$ cat src/rtl/gbc_gamepak_sequencer.sv
// gbc_gamepak_sequencer: GBC cartridge-port bus cycle sequencer shared by CPU (rd/wr) and HDMA/GDMA (rd).
// Every granted transaction runs SETUP, STROBE and HOLD phases of CLK_DIV clocks each.
// After reset, PakReset is held for RST_HOLD clocks before any request is accepted.
// Ports:
//   Clk, Reset                         system clock, async active-high reset
//   CpuReq/CpuWe/CpuAddr/CpuWData      CPU request, held until CpuAck
//   CpuAck/CpuRData                    CPU completion pulse and read data
//   DmaReq/DmaAddr                     DMA read request, held until DmaAck
//   DmaAck/DmaRData                    DMA completion pulse and read data
//   PakClk/PakRead/PakWrite/PakCS      cartridge strobes
//   PakAddr/PakDOut/PakDOE/PakDIn      cartridge address and data
//   PakReset                           cartridge reset
// Build option: define GBC_PAK_RR_ARB_EN for round-robin arbitration (default is fixed CPU priority).
module gbc_gamepak_sequencer #(
  parameter int CLK_DIV  = 4,
  parameter int RST_HOLD = 16
) (
  input  logic        Clk,
  input  logic        Reset,
  input  logic        CpuReq,
  input  logic        CpuWe,
  input  logic [15:0] CpuAddr,
  input  logic [7:0]  CpuWData,
  output logic        CpuAck,
  output logic [7:0]  CpuRData,
  input  logic        DmaReq,
  input  logic [15:0] DmaAddr,
  output logic        DmaAck,
  output logic [7:0]  DmaRData,
  output logic        PakClk,
  output logic        PakRead,
  output logic        PakWrite,
  output logic        PakCS,
  output logic [15:0] PakAddr,
  output logic [7:0]  PakDOut,
  output logic        PakDOE,
  input  logic [7:0]  PakDIn,
  output logic        PakReset
);
  localparam int CMAX = CLK_DIV > RST_HOLD ? CLK_DIV : RST_HOLD;
  localparam int CW   = $clog2(CMAX + 1);
  localparam logic [2:0] S_RST    = 3'd0;
  localparam logic [2:0] S_IDLE   = 3'd1;
  localparam logic [2:0] S_SETUP  = 3'd2;
  localparam logic [2:0] S_STROBE = 3'd3;
  localparam logic [2:0] S_HOLD   = 3'd4;
  logic [2:0]    state_q, state_d;
  logic [CW-1:0] cnt_q, cnt_d;
  logic [15:0]   addr_q, addr_d;
  logic [7:0]    wdata_q, wdata_d, rdata_q, rdata_d;
  logic          we_q, we_d, dma_q, dma_d;
  logic          cpu_first, grant_cpu, take, phase_end, rst_end, busy;
`ifdef GBC_PAK_RR_ARB_EN
  // Last owner: 1 = DMA, so the CPU wins the first tie after reset.
  logic last_dma_q;
  assign cpu_first = last_dma_q;
  always_ff @(posedge Clk or posedge Reset)
    if (Reset) last_dma_q <= 1'b1;
    else if (take) last_dma_q <= !grant_cpu;
`else
  assign cpu_first = 1'b1;
`endif
  assign grant_cpu = CpuReq & (cpu_first | !DmaReq);
  assign take      = (state_q == S_IDLE) & (CpuReq | DmaReq);
  assign phase_end = cnt_q == CW'(CLK_DIV - 1);
  assign rst_end   = cnt_q == CW'(RST_HOLD - 1);
  always_comb begin
    state_d = state_q;
    case (state_q)
      S_RST:    state_d = rst_end ? S_IDLE : S_RST;
      S_IDLE:   state_d = take ? S_SETUP : S_IDLE;
      S_SETUP:  state_d = phase_end ? S_STROBE : S_SETUP;
      S_STROBE: state_d = phase_end ? S_HOLD : S_STROBE;
      S_HOLD:   state_d = phase_end ? S_IDLE : S_HOLD;
      default:  state_d = S_RST;
    endcase
  end
  // Phase counter restarts on every state change and rests at zero in IDLE.
  assign cnt_d   = (state_d != state_q || state_q == S_IDLE) ? '0 : cnt_q + 1'b1;
  assign addr_d  = take ? (grant_cpu ? CpuAddr : DmaAddr) : addr_q;
  assign we_d    = take ? grant_cpu & CpuWe : we_q;
  assign wdata_d = (take & grant_cpu) ? CpuWData : wdata_q;
  assign dma_d   = take ? !grant_cpu : dma_q;
  // Read data is captured on the last STROBE edge and held until the next read capture.
  assign rdata_d = (state_q == S_STROBE && phase_end && !we_q) ? PakDIn : rdata_q;
  always_ff @(posedge Clk or posedge Reset)
    if (Reset) begin
      state_q <= S_RST;
      cnt_q   <= '0;
      addr_q  <= '0;
      wdata_q <= '0;
      rdata_q <= '0;
      we_q    <= 1'b0;
      dma_q   <= 1'b0;
    end else begin
      state_q <= state_d;
      cnt_q   <= cnt_d;
      addr_q  <= addr_d;
      wdata_q <= wdata_d;
      rdata_q <= rdata_d;
      we_q    <= we_d;
      dma_q   <= dma_d;
    end
  assign busy     = state_q == S_SETUP || state_q == S_STROBE || state_q == S_HOLD;
  assign PakReset = state_q == S_RST;
  assign PakClk   = state_q == S_STROBE;
  assign PakWrite = PakClk & we_q;
  assign PakRead  = busy & !we_q;
  assign PakDOE   = busy & we_q;
  assign PakCS    = busy & (addr_q[15:13] == 3'b101);
  assign PakAddr  = addr_q;
  assign PakDOut  = wdata_q;
  assign CpuAck   = (state_q == S_HOLD) & phase_end & !dma_q;
  assign DmaAck   = (state_q == S_HOLD) & phase_end & dma_q;
  assign CpuRData = rdata_q;
  assign DmaRData = rdata_q;
endmodule

$ cat config.mk
export PLATFORM = sky130hd
export DESIGN_NAME = gbc_gamepak_sequencer
export DESIGN_NICKNAME = d
export VERILOG_FILES = /design/src/rtl/gbc_gamepak_sequencer.sv
export SDC_FILE = /design/constraint.sdc
export NUM_CORES = 1
export LEC_CHECK = 0
export CORE_MARGIN = 1
export CORE_UTILIZATION = 36
export CTS_CLUSTER_SIZE = 12
export DETAILED_ROUTE_END_ITERATION = 10
export GPL_ROUTABILITY_DRIVEN = 0
export PLACE_DENSITY = 0.76
export SYNTH_ARGS = -nofsm -noshare
export SYNTH_HDL_FRONTEND = slang
export SYNTH_SLANG_ARGS = --single-unit
$ cat constraint.sdc
create_clock -name Clk -period 1.9 [get_ports Clk]
set_input_delay 0.38 -clock Clk [delete_from_list [all_inputs] [get_ports Clk]]
set_output_delay 0.38 -clock Clk [all_outputs]
set_load 0.02 [all_outputs]
==> impl_metrics.ini <==
[status]
status = finished, violations left
violations = setup timing

[sta]
fin_ws_ps = -36.5
clock.fmax_mhz = 516
finalSetupViolations = 8
period_minus_slack_ps = 1940
slew_viol_final = 0
holdWs_ps = 416
tightest_slew_ps = 319
rsz0062_at_grt = true
finalHoldViolCount = 0
skew_ps = 2.49
relSlewSlack_pct = 78.5
min_period_over_period_pct = 102

[floorplan]
die_x_um = 76.3
row_count = 26
coreArea_mm2 = 0.00520
dieArea_mm2 = 0.00582
ioPinCount = 101
die_height_um = 76.3
start_util_pct = 38.1

[clock_network]
cts-buffers-inserted = 5
clk_latency_ps = 290
htree_num_levels = 2
root_buffer = clkbuf_8
cts.sinks = 42
cts_max_path_buffers = 2
path_clk_slew_ps = 80
cts_tree = built

[global_route]
antenna_found_initial = 0
grt_use_total_pct = 18.7
grt_pass1_wl_um = 8650
grt_max_degree = 43
overflow = 0
grt_pass1_vias = 1834

[power]
cellLeakagePower_nw = 1.39
power_density_mw_per_mm2 = 1530
totalPowerFinal_mw = 5.10
ir_worst_vdd_mv = 0.675

[logic_synthesis]
syn_area_mm2 = 0.00199
synth_ff_type = dfrtp_1
synth_seq_cells = 42
yosysTopAreaCellShare_pct = 52.9
synth_most_common_cell = dfrtp_1
yosysSeqAreaShare_pct = 52.9
synth_enable_flop_cells = 0
syn_inst = 157
postSynthAreaPerCell_um2 = 12.6
synth_cell_types = 33
synthArstFlopShare_pct = 100
synth_top_cells_by_count = dfrtp_1 (42), mux2_2 (17), nor4b_1 (17), a221o_1 (16), buf_4 (9)
synth_area_leaders = dfrtp_1 (53%), mux2_2 (9.6%), a221o_1 (8.1%)
synth_top_area_cell = dfrtp_1
yosysWarnings = 0
synth_fp_nets = 212

[routing]
drt-pass1-iter-count = 4
drc = 0
wire_per_inst_um = 15.1
ant_nets = 0
vias = 1705
viasPerCell = 4.99
drt_iter0_markers = 50
wirelength_um = 5160

[final_layout]
syn_to_final_growth_pct = 67.7
fin_cells = 342
fillers = 429
multi_input_area_um2 = 848
antenna_cells = 0
nets = 326
regArea_mm2 = 0.00105
drive_gt1_share_pct = 26.1

[setup_path]
timing.rr.start = cnt_q[1]
cp-endpoint = CpuRData[3]
start_kind = register
rrSetupSlack_ps = -40
worstPathRequired_ps = 2080
cp-end-kind = register
worstSetupStartpoint = cnt_q[1]
r2r_cells = 6
path_class = register to register
critPathMaxFanout = 8
r2r_end = CpuRData[3]
arrival_ps = 2120

[placed_design]
port_buffers = 100
dp_cells = 333
dpl.hpwl_um = 3790
pre_cts_slack_ps = -219

[run]
cap_viol_max_count = 0

[worst_hold_path]
hp-class = primary input to async pin
[stage by stage]
step | util, % | instance area [um2] | setup TNS [ps]
5_1_grt | 64.0 | 3330 | -977
6_report | 64.0 | 3330 | -270
2_1_floorplan | - | 1990 | -251
4_1_cts | 63.2 | 3290 | -542
3_5_place_dp | 61.0 | 3170 | -1350
3_3_place_gp | 61.0 | 3170 | -749
[final cells by class]
cell class / instances / area share (%)
clock inverters: 1 / 0.150
clock buffers: 7 / 2.59
multi-input cells: 92 / 25.5
repair buffers: 126 / 37.1
well taps: 70 / 2.63
inverters: 4 / 0.451
flip-flops and latches: 42 / 31.6
[critical path, stage by stage, from the launching register on]
cell and delay (ps):
dfrtp_1 360, ha_2 200, buf_6 100, or4b_4 480
nor3b_4 230, buf_12 160, mux2_4 300
[timing repair]
item,in CTS,in global routing
buffers inserted,1,0
pin swaps,2,3
gates cloned,0,0
gates resized for setup,36,20
hold buffers,0,0
endpoints found under the setup margin,17,42
[report_power, final]
| group | total (mW) | internal, mW | switching [mW] |
|---|---|---|---|
| clock network | 0.595 | 0.293 | 0.302 |
| logic | 2.91 | 1.59 | 1.31 |
| registers | 1.60 | 1.32 | 0.280 |
| total | 5.10 | 3.20 | 1.89 |
[registers in the layout (all words and copies together) (netlist names)]
register and count:
CpuRData 8, PakAddr 16, dma_q 1, we_q 1, cnt_q 5, PakDOut 8, state_q 3
[routing by layer]
| metal | vias to the layer above | GRT usage [%] | wire [um] |
|---|---|---|---|
| met5 | - | 0 | 0 |
| met4 | 0 | 7.50 | 73 |
| met3 | 8 | 4.43 | 337 |
| met2 | 64 | 33.0 | 2580 |
| met1 | 818 | 21.7 | 2170 |
| li1 | 815 | - | - |
[kinds of logic (layout without fill, tap and decap cells)]
kind of cell	Yosys count	in the layout	synth area share [%]
multiplexers	17	17	9.64
flip-flops	42	42	52.9
adder cells (fa/ha/maj)	2	2	1.26
AND/OR/NAND/NOR	42	42	15.4
buffers and inverters	23	138	7.88
AO/OA/AOI/OAI	29	29	12.0
XOR/XNOR	2	2	0.882
[worst min-delay path by stage]
stage / endpoint / slack (ps) / cells past startpoint
finish: CpuRData[6] / 420 / 3
global route: CpuRData[6] / 470 / 3
CTS: CpuRData[7] / 430 / 3
detailed placement: PakAddr[2] / 490 / 1
global placement: PakDOut[3] / 490 / 1
floorplan: cnt_q[0] / 430 / 1
[cells in the final DEF, fill, tap and decap left out, types with 2 or more instances in the layout]
cell type,n
inv_1,3
buf_4,22
a221o_1,16
nand2_1,3
clkbuf_8,6
buf_2,2
a211oi_1,2
o21ai_0,3
a21oi_1,4
mux2_2,9
buf_6,3
clkdlybuf4s50_1,92
nor2b_1,2
dfrtp_1,42
nor2_1,2
buf_12,4
nor2_2,3
nor4b_1,16
and3_1,2
nor3_1,2
mux2_4,8
Note: power is estimated with default switching activity, not from simulation.
